### config.mk
export PLATFORM = sky130hd
export DESIGN_NAME = taillight_monitor
export DESIGN_NICKNAME = d
export VERILOG_FILES = /design/src/rtl/taillight_monitor.sv
export SDC_FILE = /design/constraint.sdc
export NUM_CORES = 1
export LEC_CHECK = 0
export BUFFER_PORTS_ARGS = -buffer_cell sky130_fd_sc_hd__buf_2
export CAP_MARGIN = 20
export CORE_MARGIN = 8
export CORE_UTILIZATION = 40
export CTS_CLUSTER_SIZE = 28
export DETAILED_ROUTE_END_ITERATION = 7
export PLACE_DENSITY_LB_ADDON = 0.08
export SYNTH_ARGS = -nofsm -noshare
export SYNTH_HDL_FRONTEND = slang
export SYNTH_SLANG_ARGS = --single-unit
export TNS_END_PERCENT = 30
### constraint.sdc
create_clock -name clk -period 5.87 [get_ports clk]
set_input_delay 0 -clock clk [delete_from_list [all_inputs] [get_ports clk]]
set_output_delay 0 -clock clk [all_outputs]
set_load 0.05 [all_outputs]
### src/rtl/taillight_monitor.sv
// Tail-light lamp-line monitor: decodes lamp patterns, checks turn/hazard/brake sequencing, counts events.
// Optional TL_MON_STICKY_ERR_EN makes seq_err hold until clr or reset.
module taillight_monitor #(
  parameter int unsigned CNT_W    = 8,
  parameter int unsigned HOLD_MAX = 15
) (
  input  logic             clk,
  input  logic             Reset_n,
  input  logic             clr,
  input  logic             LA,
  input  logic             LB,
  input  logic             LC,
  input  logic             RA,
  input  logic             RB,
  input  logic             RC,
  output logic [2:0]       mode,
  output logic [CNT_W-1:0] left_sweeps,
  output logic [CNT_W-1:0] right_sweeps,
  output logic [CNT_W-1:0] flash_count,
  output logic [CNT_W-1:0] err_count,
  output logic             seq_err,
  output logic             stuck_err
);

  localparam int unsigned HOLD_W = $clog2(HOLD_MAX + 1);

  typedef enum logic [2:0] {
    M_IDLE = 3'd0,
    M_L1   = 3'd1,
    M_L2   = 3'd2,
    M_L3   = 3'd3,
    M_R1   = 3'd4,
    M_R2   = 3'd5,
    M_R3   = 3'd6,
    M_ALL  = 3'd7
  } mode_e;

  logic [5:0]        pat_q;
  logic              clr_q;
  mode_e             prev_q, prev_d;
  logic [HOLD_W-1:0] hold_q, hold_d;
  logic [CNT_W-1:0]  left_q, left_d, right_q, right_d, flash_q, flash_d, err_q, err_d;
  logic              seq_err_q, seq_err_d, stuck_q, stuck_d;
  mode_e             dec_c;
  logic              legal_c;
  logic              err_ev_c;
  logic              sticky_c;

  function automatic logic [CNT_W-1:0] sat_inc(input logic [CNT_W-1:0] v);
    return (v == {CNT_W{1'b1}}) ? v : v + CNT_W'(1);
  endfunction

  function automatic logic trans_ok(input mode_e from, input mode_e to);
    logic ok;
    ok = (from == to);
    case (from)
      M_IDLE:            ok = ok | (to == M_L1) | (to == M_R1) | (to == M_ALL);
      M_L1:              ok = ok | (to == M_L2) | (to == M_IDLE);
      M_L2:              ok = ok | (to == M_L3) | (to == M_IDLE);
      M_R1:              ok = ok | (to == M_R2) | (to == M_IDLE);
      M_R2:              ok = ok | (to == M_R3) | (to == M_IDLE);
      M_L3, M_R3, M_ALL: ok = ok | (to == M_IDLE);
      default:           ok = 1'b0;
    endcase
    return ok;
  endfunction

`ifdef TL_MON_STICKY_ERR_EN
  assign sticky_c = seq_err_q;
`else
  assign sticky_c = 1'b0;
`endif

  // Pattern decode, bit order {LA,LB,LC,RA,RB,RC}
  always_comb begin
    dec_c   = M_IDLE;
    legal_c = 1'b1;
    case (pat_q)
      6'b000000: dec_c = M_IDLE;
      6'b100000: dec_c = M_L1;
      6'b110000: dec_c = M_L2;
      6'b111000: dec_c = M_L3;
      6'b000100: dec_c = M_R1;
      6'b000110: dec_c = M_R2;
      6'b000111: dec_c = M_R3;
      6'b111111: dec_c = M_ALL;
      default:   legal_c = 1'b0;
    endcase
  end

  // Transition tracking, event counting and hold timing
  always_comb begin
    prev_d    = prev_q;
    hold_d    = hold_q;
    left_d    = left_q;
    right_d   = right_q;
    flash_d   = flash_q;
    err_d     = err_q;
    err_ev_c  = 1'b0;

    if (!legal_c) begin
      err_ev_c = 1'b1;
      prev_d   = M_IDLE;
      hold_d   = '0;
    end else if (dec_c == prev_q) begin
      hold_d = (hold_q >= HOLD_W'(HOLD_MAX)) ? hold_q : hold_q + HOLD_W'(1);
    end else begin
      hold_d   = '0;
      prev_d   = dec_c;
      err_ev_c = !trans_ok(prev_q, dec_c);
      if (dec_c == M_IDLE) begin
        case (prev_q)
          M_L3:    left_d  = sat_inc(left_q);
          M_R3:    right_d = sat_inc(right_q);
          M_ALL:   flash_d = sat_inc(flash_q);
          default: ;
        endcase
      end
    end

    if (err_ev_c) err_d = sat_inc(err_q);
    seq_err_d = err_ev_c | sticky_c;
    stuck_d   = (hold_d >= HOLD_W'(HOLD_MAX)) && (prev_d != M_IDLE);

    // Clear wins over anything counted this cycle; the tracker still follows the lamps
    if (clr_q) begin
      hold_d    = '0;
      left_d    = '0;
      right_d   = '0;
      flash_d   = '0;
      err_d     = '0;
      seq_err_d = 1'b0;
      stuck_d   = 1'b0;
    end
  end

  always_ff @(posedge clk or negedge Reset_n) begin
    if (!Reset_n) begin
      pat_q     <= '0;
      clr_q     <= 1'b0;
      prev_q    <= M_IDLE;
      hold_q    <= '0;
      left_q    <= '0;
      right_q   <= '0;
      flash_q   <= '0;
      err_q     <= '0;
      seq_err_q <= 1'b0;
      stuck_q   <= 1'b0;
    end else begin
      pat_q     <= {LA, LB, LC, RA, RB, RC};
      clr_q     <= clr;
      prev_q    <= prev_d;
      hold_q    <= hold_d;
      left_q    <= left_d;
      right_q   <= right_d;
      flash_q   <= flash_d;
      err_q     <= err_d;
      seq_err_q <= seq_err_d;
      stuck_q   <= stuck_d;
    end
  end

  assign mode         = prev_q;
  assign left_sweeps  = left_q;
  assign right_sweeps = right_q;
  assign flash_count  = flash_q;
  assign err_count    = err_q;
  assign seq_err      = seq_err_q;
  assign stuck_err    = stuck_q;

endmodule

After elaboration in Yosys (flattened, before gate mapping):

Cells that the tools add are included.

* bits in registers: 48

* $add $sub $neg: 5
* magnitude comparators: 2
* equality and inequality tests: 32
* mux-type cells: 36
* bitwise gates (word level): 12
* reduce and logical (&&, ||, !) cells: 18

Operator list (number)
* $mux 8: 21
* $add 8x1->8 const B: 4
* $eq 8x8->1 const B: 4
* $eq 3x3->1 const B: 8
* $eq 6x6->1 const B: 4
* $pmux 3 s7: 1
* $eq 6x3->1 const B: 3
* $mux 4: 4
* $reduce_and 5->1: 3
* $eq 3x2->1 const B: 4
* $or 1x1->1: 12
* $reduce_bool 2->1: 6
* $ne 2x2->1 const B: 5
* $ge 4x4->1 const B: 2
* $reduce_or 8->1: 1
* $mux 1: 7
* $eq 3x1->1 const B: 2
* $eq 3x3->1: 2
* $logic_not 3->1: 2
* $logic_not 6->1: 1
* $mux 3: 2
* $pmux 1 s6: 1
* $add 4x1->4 const B: 1
* $reduce_bool 3->1: 1
* 4 further kinds: 4

Depth between registers and ports, before layout:

Gate-level depths: netlist of run 1.

* depth after elaboration: 14
* mapped depth: 11
* depth with buffers taken out: 9

Least setup slack after synthesis of run 1:

No wires, ideal clock.

* kind: reg-to-reg
* start point: register pat_q[2]
* end point: register err_q[5] (netlist: err_count[5])
* setup time: 0.078 ns
* arrival time: 2.289 ns
* required time: 5.792 ns
* slack: 3.503 ns
* stages on the path, launching flop included: 10
* path buffers: 1
* period minus slack after synthesis: 2.367 ns
* path through: dfrtp_1 buf_6 nor3_2 o211ai_2 and2_4 mux2i_1 a221oi_2 o2bb2ai_2 or4_1 a21oi_1

* cells in the longest elaborated chain, start to end: 14

Ends and longest elaborated chain
* start, declared: line 38 `logic [5:0] pat_q;`
* start signal, assigned: line 150 `pat_q <= {LA, LB, LC, RA, RB, RC};`
* $eq 6x6->1 / $eq 6x3->1 (equally long branches): line 78 `case (pat_q)`
* $pmux 3 s7: line 78
* $eq 3x3->1 / $eq 3x1->1 (equally long branches): line 55, 105, 57
* $or 1x1->1 (3 in series): line 57 `M_IDLE: ok = ok | (to == M_L1) | (to == M_R1) | (to == M_ALL);`
* $pmux 1 s6: line 56 `case (from)`
* $mux 1: line 105 `end else if (dec_c == prev_q) begin`
* $mux 1: line 101 `if (!legal_c) begin`
* $logic_not 1->1: line 110 `err_ev_c = !trans_ok(prev_q, dec_c);`
* $mux 1: line 105
* $mux 1 *: line 101
* $reduce_bool 2->1 (no source line) *
* $reduce_and 2->1 (no source line) *
* end signal, assigned: line 157 `err_q <= err_d;`
* end, declared: line 42 `logic [CNT_W-1:0] left_q, left_d, right_q, right_d, flash_q, flash_d, err_q, err_d;`

Every way passes the cells marked *; elsewhere a longest branch is shown, timed or not. The select of a mux whose other input is x is not followed.
A chain may end at the register's enable or synchronous reset.

Worst setup path in the final report of run 1:

Same ends and word-level chain as after synthesis.

==> results of run 1 <==
Yosys cell counts (4+ instances only):
| master | count |
|---|---|
| mux2i_1 | 5 |
| ha_1 | 5 |
| xor2_1 | 15 |
| dfrtp_1 | 48 |
| and3_1 | 10 |
| nand3_1 | 15 |
| nand2_1 | 20 |
| inv_1 | 6 |
| nor2_1 | 32 |
| xnor2_1 | 5 |
| or3_1 | 4 |
| clkbuf_1 | 6 |
| nand4_1 | 6 |
| a21oi_1 | 5 |
| o21ai_0 | 4 |
flip-flops by register name, indices dropped and copies added, names as in the netlist:
name and cells:
hold_q 4, flash_count 8, seq_err 1, left_sweeps 8, clr_q 1, right_sweeps 8
pat_q 6, stuck_err 1, err_count 8, mode 3
through the flow:
step                util (%)  cell area [sq um]  hold WS, ps  cells  power (mW)
finish                  48.3               3020          325    379       0.672
CTS                     48.3               3020          325    379       0.685
detailed placement      45.3               2830          110    363       0.440
floorplan                  -               2540         -296    248       0.414
global route            48.3               3020          321    379       0.708
global placement        45.3               2830          109    363       0.439
worst min path at each step:
stage / endpoint / slack [ps]
finish: hold_q[3] / 330
CTS: pat_q[1] / 320
global placement: pat_q[5] / 110
detailed placement: pat_q[1] / 110
floorplan: clr_q / -300
global route: clr_q / 320
where the power goes:
group	internal, mW	total [mW]	switching, mW
Clock	0.127	0.237	0.110
Combinational	0.0260	0.0826	0.0566
Sequential	0.340	0.353	0.0134
Total	0.492	0.672	0.180
cell families (layout without fill, tap and decap cells):
| group | after synthesis | count (layout) | synth area share [%] |
|---|---|---|---|
| xor gates and xnor gates | 20 | 20 | 6.90 |
| adders and majority gates | 6 | 6 | 2.86 |
| AOI/OAI and AO/OA | 39 | 39 | 13.9 |
| and+or+nand+nor | 110 | 110 | 23.0 |
| muxes | 7 | 7 | 2.86 |
| DFF | 48 | 48 | 47.3 |
| buffers and inverters | 18 | 72 | 3.16 |
area by class of cell:
type,instances,share of cell area (%)
clock buffer,6,2.41
clock inverter,2,1.16
inverter,9,1.12
multi-input combinational,182,41.7
sequential,48,39.8
tap,77,3.20
timing repair buffer,55,10.6
placed cells by master, fill, tap and decap left out, types with 3 or more instances in the layout:
cell type,netlist,final
or4_1,3,3
or3_1,4,4
nand3_1,15,15
nor3_1,3,3
ha_1,5,5
xor2_1,15,15
mux2i_1,5,5
o21ai_0,4,4
nand2b_1,3,3
clkbuf_8,0,5
and3_1,10,10
nand4_1,6,6
dlygate4sd3_1,0,8
buf_2,1,45
xnor2_1,5,5
inv_1,6,6
a21oi_1,5,5
and4_1,3,3
dfrtp_1,48,48
o41ai_1,3,3
a31oi_1,3,3
nand2_1,20,20
nor2_1,32,32
worst min-delay path: cells and delay by family:
family | cells | cell delay (ps)
buffers and inverters | 3 | 1110
layer usage:
metal / up-vias / share of wire [%]
met5: - / 0
met3: 4 / 5.2
met1: 973 / 48
met2: 38 / 46
met4: 0 / 0.76
li1: 1002 / -
==> results.yml, run 1 <==
outcome:
  outcome: "completed"
die:
  fp.dieH_um: 95.6
  chipWidth_um: 95.6
  die_area_sq_mm: 0.00915
  ios: 46
  coreArea_sq_mm: 0.00624
  initial_core_util_pct: 40.7
  rows: 29
worst_setup_path:
  worst_r2r_endpoint: "err_count[5]"
  crit_chain: "nor3_2 -> o211ai_2 -> and2_4 -> mux2i_1 -> a221oi_2 -> o2bb2ai_2 -> or4_1 -> a21oi_1"
  critPathArrivalTime_ps: 2930
  critical_path.slowest_cell: "or4_1"
  cp.depth: 8
  setup.worst_path.start: "pat_q[2]"
  reg2regPathDepth: 8
  critPathCapture: "err_count[5]"
  cpPeakStageDelay_ps: 540
  cp_top_family: "simple AND/OR/NAND/NOR gates"
  critPathKind: "register to register"
  regToRegStartpoint: "pat_q[2]"
  crit_path_start_kind: "register"
  cp-end-kind: "register"
  reg2reg_slack_ps: 3180
  required_ps: 6100
  crit_fanout: 14
  critPathBufInv: 0
synth:
  synth_edf_count: 0
  synth_area_sq_mm: 0.00254
  synthArstFlopShare_pct: 100
  ys_ff_latch: 48
  yosys.area.top_type_share_pct: 47.3
  synth.net_count: 262
  syn_inst: 248
  ys_seq_area_share_pct: 47.3
  avgSynthCellArea_sq_um: 10.2
  ys.flop_type: "dfrtp_1"
  ys_types: 53
  yosys-top-cells-area: "dfrtp_1 (47%), xor2_1 (5.2%), nor2_1 (4.7%), nand2_1 (3.0%), nand3_1 (3.0%)"
  ys_warn_count: 0
  yosysTopAreaCell: "dfrtp_1"
cts:
  cts_buffers: 5
  cts_setup_buffers: 0
  worstSkewPairLatency_ps: 300
  clk_pin_slew_ps: 90
  clock_sinks: 48
  tritoncts: "done"
  cts.repair.resized: 0
  cts.htree.levels: 2
  cts_hold_buf: 8
  clockBufferDepth: 2
  cts-root-buf: "clkbuf_8"
place:
  dp_hpwl_um: 3940
  port_buffers: 45
  post-place-ws_ps: 3180
  place_congestion: 0.763
sta:
  worst_slack_ps: 3180
  period_share_pct: 45.9
  fin_crit_ps: 2690
  fmax_mhz: 371
  finClkSkew_ps: 8.81
  hold_violations: 0
  fin_tns_setup_ps: 0
  rsz0062_at_grt: "no"
  tightest_slew_ps: 623
  finalMaxSlewViolations: 0
  setup_violations: 0
  slew_headroom_pct: 58.5
global_route:
  grt_pass1_wl_um: 9850
  grtUsageMet2_pct: 22.2
  grtUsageMet3_pct: 3.70
  grt.busiest_layer: "met2"
  antenna_found_initial: 0
  overflow: 0
  grt_max_degree: 49
  gr-usage-met1_pct: 17.0
  grtUsageTotal_pct: 13.5
  grt_pass1_vias: 2096
route:
  vias_per_cell: 5.32
  wire_per_inst_um: 15.0
  ant_nets: 0
  routed_wirelength_um: 5670
  drt_first_pass_iters: 4
  drc: 0
  dr.first_iter.drc_count: 90
  vias: 2017
power_and_ir_drop:
  power_density_mw_per_mm2: 223
  ir_worst_vdd_v: 0.000106
  p_leak_nw: 1.46
min_path:
  hold_path_class: "input port to asynchronous set/reset pin"
final_layout:
  layout-drive-gt1-share_pct: 23.5
  diodes: 0
  ff_latch_area_sq_mm: 0.00120
  area_growth_pct: 18.8
  fin_nets: 315
  fill_cells: 619
  multi_input_area_sq_mm: 0.00126
flow_run:
  maxCapViolations: 0
Note: power is estimated with default switching activity, not from simulation.
==> run 2: changes to the inputs <==
--- a/config.mk
+++ b/config.mk
@@ -5,6 +5,7 @@
 export SDC_FILE = /design/constraint.sdc
 export NUM_CORES = 1
 export LEC_CHECK = 0
+export ABC_AREA = 1
 export BUFFER_PORTS_ARGS = -buffer_cell sky130_fd_sc_hd__buf_2
 export CAP_MARGIN = 20
 export CORE_MARGIN = 8
==> constraint.sdc (replaced) <==
create_clock -name clk -period 2.7 [get_ports clk]
set_input_delay 0 -clock clk [delete_from_list [all_inputs] [get_ports clk]]
set_output_delay 0 -clock clk [all_outputs]
set_load 0.05 [all_outputs]
==> run 2 against run 1 <==
Net effect: sequential share of layout area is 2.9 points lower; critical endpoint is now err_count[3]; sequential power is 130% higher; maximum frequency is 39% higher; sequential cell count stayed put; non-clock buffer count is 1 higher.
==> results.yml, run 2 <==
outcome:
  outcome: "completed"
worst_setup_path:
  reg2regPathDepth: 14
  critPathKind: "register to register"
  cpPeakStageDelay_ps: 420
  worst_r2r_endpoint: "err_count[3]"
  cp-end-kind: "register"
  crit_fanout: 6
  cpMostUsedCell: "nand2_1"
  critPathCapture: "err_count[3]"
  reg2reg_slack_ps: 770
  setup.worst_path.start: "pat_q[0]"
  regToRegStartpoint: "pat_q[0]"
  critical_path.slowest_cell: "dfrtp_1"
  crit_chain: "nor2_2 -> nand3_2 -> nand3_2 -> inv_2 -> nand2_1 -> nand2_1 -> nor2_2 -> nand2_1 -> nand2_1 -> inv_2 -> nand2_4 -> nand3_2 -> nand3_1 -> nand2_1"
  crit_path_start_kind: "register"
  critPathArrivalTime_ps: 2130
  required_ps: 2900
cts:
  worstSkewPairLatency_ps: 300
  cts_buffers: 5
  clock_sinks: 48
  cts-root-buf: "clkbuf_8"
  tritoncts: "done"
  clk_pin_slew_ps: 90
  clockBufferDepth: 2
  cts.repair.resized: 0
  cts_setup_buffers: 0
  cts.htree.levels: 2
final_layout:
  fin_nets: 420
  fill_cells: 695
  multi_input_area_sq_mm: 0.00145
  final_common_cell: "nand2_1"
  final_cell_mix: "nand2_1 (86), dfrtp_1 (48), buf_2 (45)"
  diodes: 0
  layout-drive-gt1-share_pct: 21.7
  final_area_sq_mm: 0.00325
  ff_latch_area_sq_mm: 0.00120
  area_growth_pct: 17.8
global_route:
  antenna_found_initial: 0
  grt_max_degree: 28
  grt_pass1_wl_um: 10700
  overflow: 0
  grt_pass1_vias: 2282
  grtUsageTotal_pct: 13.0
synth:
  ys_types: 30
  ys_warn_count: 0
  ys_seq_area_share_pct: 43.5
  synth_edf_count: 0
  synthTopCellsByCount: "nand2_1 (86), dfrtp_1 (48), nand3_1 (42)"
  avgSynthCellArea_sq_um: 7.96
  yosysTopAreaCell: "dfrtp_1"
  synth.most_common_cell: "nand2_1"
  yosys.area.top_type_share_pct: 43.5
  ys.flop_type: "dfrtp_1"
  yosys-top-cells-area: "dfrtp_1 (43%), nand2_1 (12%), nand3_1 (7.6%), xor2_1 (6.0%), nor2_1 (5.4%)"
  ys_ff_latch: 48
  syn_inst: 347
  synth.net_count: 361
  synth_area_sq_mm: 0.00276
  synthArstFlopShare_pct: 100
flow_run:
  maxCapViolations: 0
sta:
  tightest_slew_ps: 631
  fin_tns_setup_ps: 0
  setup_violations: 0
  worst_slack_ps: 766
  rsz0062_at_grt: "no"
  finalMaxSlewViolations: 0
  fin_crit_ps: 1930
  finClkSkew_ps: 4.23
  fmax_mhz: 517
  slew_headroom_pct: 57.9
  hold_violations: 0
  period_share_pct: 71.6
route:
  drc: 0
  wire_per_inst_um: 12.7
  routed_wirelength_um: 6190
  dr.first_iter.drc_count: 117
  ant_nets: 0
  vias: 2377
  drt_first_pass_iters: 4
  vias_per_cell: 4.89
power_and_ir_drop:
  ir_worst_vdd_v: 0.000342
  power.share.clock_pct: 24.8
  sequentialPowerShare_pct: 49.6
  power_density_mw_per_mm2: 514
  p_int_mw: 1.06
  switching_share_pct: 36.4
  p_sw_uw: 609
  p_leak_nw: 1.76
  combPwrFrac_pct: 25.6
place:
  place_congestion: 0.823
  placed_cell_area_sq_mm: 0.00310
  port_buffers: 45
  dp_hpwl_um: 4520
  post-place-ws_ps: 775
min_path:
  hold_path_class: "input port to asynchronous set/reset pin"
die:
  initial_core_util_pct: 40.9
  fp.dieH_um: 99.1
  chipWidth_um: 99.1
  ios: 46
  rows: 30
  die_area_sq_mm: 0.00982
  coreArea_sq_mm: 0.00676
==> run 2: cell types whose count changed in the layout (fill, tap and decap cells not counted), sizes merged, moves of 4 or more <==
cell / before / now
nand3: 15 / 48
nand3b: 1 / 5
or3: 4 / 0
xor2: 15 / 19
mux2i: 5 / 1
inv: 8 / 27
nor2: 32 / 46
nand2: 20 / 96
o21ai: 4 / 18
and3: 10 / 0
==> run 2: worst min path at each step <==
stage	slack [ps]	depth (start not counted)	end
final	250	2	pat_q[2]
after CTS	260	2	hold_q[0]
after detailed placement	50	1	pat_q[2]
after global routing	320	2	pat_q[2]
after floorplan	-300	0	clr_q
after global placement	50	1	pat_q[3]
==> run 2: power groups by stage <==
stage	clock network, mW	registers, mW	logic [mW]
2_1_floorplan	0	0.989	0.164
3_3_place_gp	0	0.843	0.422
3_5_place_dp	0	0.843	0.426
4_1_cts	0.437	0.829	0.436
5_1_grt	0.455	0.841	0.472
6_report	0.414	0.829	0.429
==> run 2: worst max-delay path, delay by kind of cell (launching register included) <==
kind | cells | cell delay, ps
simple gates | 12 | 1310
buf+inv | 2 | 90
flops | 1 | 420
==> run 2: timing repair <==
action | CTS | global route
hold buffers | 8 | 0
endpoints found under the setup margin | 0 | 0
hold endpoints to repair | 33 | 0
==> run 2: cell families after synthesis <==
family	count (synthesis)	share of synthesized area, %
and+or+nand+nor	213	37.4
DFF	48	43.5
buffers and inverters	31	4.21
AOI/OAI and AO/OA	25	4.67
xor gates and xnor gates	24	7.61
adders and majority gates	5	2.26
muxes	1	0.362
==> run 2: layer usage <==
metal / global-route usage [%] / vias to the layer above / wire (um)
li1: - / 1248 / -
met5: 0 / - / 0
met2: 21.1 / 39 / 2840
met3: 3.42 / 6 / 244
met4: 3.49 / 0 / 67
met1: 16.8 / 1084 / 3040
==> run 2: area by class of cell <==
type                    count  share of cell area, %
repair buffers             56                   10.1
multi-input cells         268                   44.4
inverters                  27                   3.12
well taps                  80                   3.08
flip-flops and latches     48                   36.9
clock buffers               6                   2.23
clock inverters             1                  0.154
==> run 2: per-stage QoR <==
step	utilization, %	hold slack (ps)	instances	power [mW]
after CTS	48.1	262	486	1.70
final	48.1	255	486	1.67
after global placement	45.8	52.3	471	1.26
after global routing	48.1	316	486	1.77
after detailed placement	45.8	52.0	471	1.27
after floorplan	-	-296	347	1.15
==> run 3: changes to the inputs <==
--- a/config.mk
+++ b/config.mk
@@ -5,7 +5,7 @@
 export SDC_FILE = /design/constraint.sdc
 export NUM_CORES = 1
 export LEC_CHECK = 0
-export ABC_AREA = 1
+export ABC_AREA = 0
 export BUFFER_PORTS_ARGS = -buffer_cell sky130_fd_sc_hd__buf_2
 export CAP_MARGIN = 20
 export CORE_MARGIN = 8
==> constraint.sdc (replaced) <==
create_clock -name clk -period 2 [get_ports clk]
set_input_delay 0 -clock clk [delete_from_list [all_inputs] [get_ports clk]]
set_output_delay 0 -clock clk [all_outputs]
set_load 0.05 [all_outputs]
==> run 3 against run 2 <==
Net effect: cell area grew 7.9%; final cell count down 13%; clock power rose by 48%; sequential power increased by 24%; maximum frequency fell by 21%; global-route usage is 1.4 points higher; worst hold slack worse by 65 ps; the run now ends with setup timing left; die area decreased by 6.9%; clock skew grew 4.3 ps; register-to-register slack worse by 1200 ps.
==> results.yml, run 3 (synthesis gave the netlist of run 1 again) <==
worst_setup_path:
  setup.worst_path.start: "pat_q[1]"
  required_ps: 2230
  regToRegStartpoint: "pat_q[1]"
  cp-end-kind: "register"
  critPathArrivalTime_ps: 2690
  crit_path_start_kind: "register"
  critPathKind: "register to register"
  crit_fanout: 7
final_layout:
  layout-drive-gt1-share_pct: 39.7
  final_cell_mix: "dfrtp_1 (45), buf_2 (45), buf_4 (36)"
  area_growth_pct: 38.3
  multi_input_area_sq_mm: 0.00140
  fin_nets: 358
  diodes: 0
  ff_latch_area_sq_mm: 0.00120
  fill_cells: 574
global_route:
  grtUsageTotal_pct: 14.5
  grt_pass1_vias: 2296
  overflow: 0
  grt_pass1_wl_um: 10700
  grt_max_degree: 30
  antenna_found_initial: 0
cts:
  clockBufferDepth: 2
  clk_pin_slew_ps: 90
  cts.htree.levels: 2
  tritoncts: "done"
  clock_sinks: 48
  cts-root-buf: "clkbuf_8"
  cts_buffers: 5
  worstSkewPairLatency_ps: 300
power_and_ir_drop:
  power_density_mw_per_mm2: 567
  p_leak_nw: 1.72
  ir_worst_vdd_v: 0.000338
  power_mw: 1.99
route:
  dr.first_iter.drc_count: 84
  drt_first_pass_iters: 4
  ant_nets: 0
  wire_per_inst_um: 14.7
  vias: 2190
  drc: 0
  routed_wirelength_um: 6200
  vias_per_cell: 5.19
sta:
  worst_slack_ps: -454
  slew_headroom_pct: 67.3
  whs_ps: 190
  setup_violations: 37
  finalMaxSlewViolations: 0
  tightest_slew_ps: 491
  rsz0062_at_grt: "yes"
  finClkSkew_ps: 8.50
  fin_crit_ps: 2450
  period_share_pct: 123
  hold_violations: 0
  fmax_mhz: 408
place:
  place_congestion: 0.826
  port_buffers: 45
  dp_hpwl_um: 4460
die:
  ios: 46
  chipWidth_um: 95.6
  die_area_sq_mm: 0.00915
  fp.dieH_um: 95.6
  rows: 29
  initial_core_util_pct: 40.7
  coreArea_sq_mm: 0.00624
flow_run:
  maxCapViolations: 0
outcome:
  outcome: "complete, but fails checks"
  violations: "setup timing"
min_path:
  hold_path_class: "input port to asynchronous set/reset pin"
-- run 3: cell count changes in the layout (fill, tap and decap cells not counted), sizes merged, moves of 4 or more --
cell	change
nand2	-76
buf	+42
nand3	-33
inv	-19
nor2	-14
o21ai	-14
and3	+10
mux2i	+4
nand3b	-4
or3	+4
xor2	-4
-- run 3: worst paths after layout --
| kind | endpoint | slack, ps | cells after the start |
|---|---|---|---|
| worst max-delay path | err_count[5] | -450 | 9 |
| worst min-delay path | left_sweeps[2] | 190 | 2 |
| worst max register to register | err_count[5] | -450 | 9 |
| worst min register to register | err_count[2] | 570 | 1 |
| max in group asynchronous | right_sweeps[4] | 1240 | 3 |
| min in group clk | clr_q | 330 | 2 |
-- run 3: worst max-delay path: stages (launching register included) --
cell and delay, ps:
dfrtp_2 460, buf_4 150, nand2b_4 150, o2bb2ai_4 140, and3_4 190, a21o_1 190, a221oi_2 310, o2bb2ai_4 150
or4_4 510, a21oi_2 140
-- run 3: power by group --
part | switching [mW] | leakage [nW] | internal, mW
clock | 0.333 | 0.0434 | 0.280
combinational | 0.202 | 1.03 | 0.145
sequential | 0.0320 | 0.644 | 0.997
total | 0.567 | 1.72 | 1.42
-- run 3: final cells by class --
cell class	count	share of cell area, %
Clock buffer	6	2.35
Clock inverter	2	0.428
Timing Repair Buffer	98	19.3
Sequential cell	48	34.3
Multi-Input combinational cell	182	39.9
Inverter	9	0.963
Tap cell	77	2.75
-- run 3: what timing repair did --
| item | 4_1_cts | 5_1_grt |
|---|---|---|
| setup endpoints to repair | 37 | 38 |
| hold buffers | 8 | 0 |
| endpoints found under the hold margin | 27 | 0 |
| gates resized for setup | 16 | 19 |
| pin swaps | 10 | 10 |
| setup buffers | 3 | 7 |
-- run 3: layer usage --
layer	up-vias	GRT usage [%]	routed length [um]
met1	1051	18.1	2950
li1	1094	-	-
met4	0	4.23	62
met3	6	4.33	344
met2	39	23.4	2830
met5	-	0	0
-- run 3: metrics by stage --
step	setup slack, ps	area (sq um)	instances	TNS, ps	utilization [%]
2_1_floorplan	-189	2560	248	-3250	-
5_1_grt	-556	3510	422	-13840	56.2
3_5_place_dp	-421	3110	398	-9390	49.9
4_1_cts	-375	3400	417	-8050	54.4
3_3_place_gp	-336	3110	398	-7740	49.9
6_report	-454	3510	422	-9160	56.2
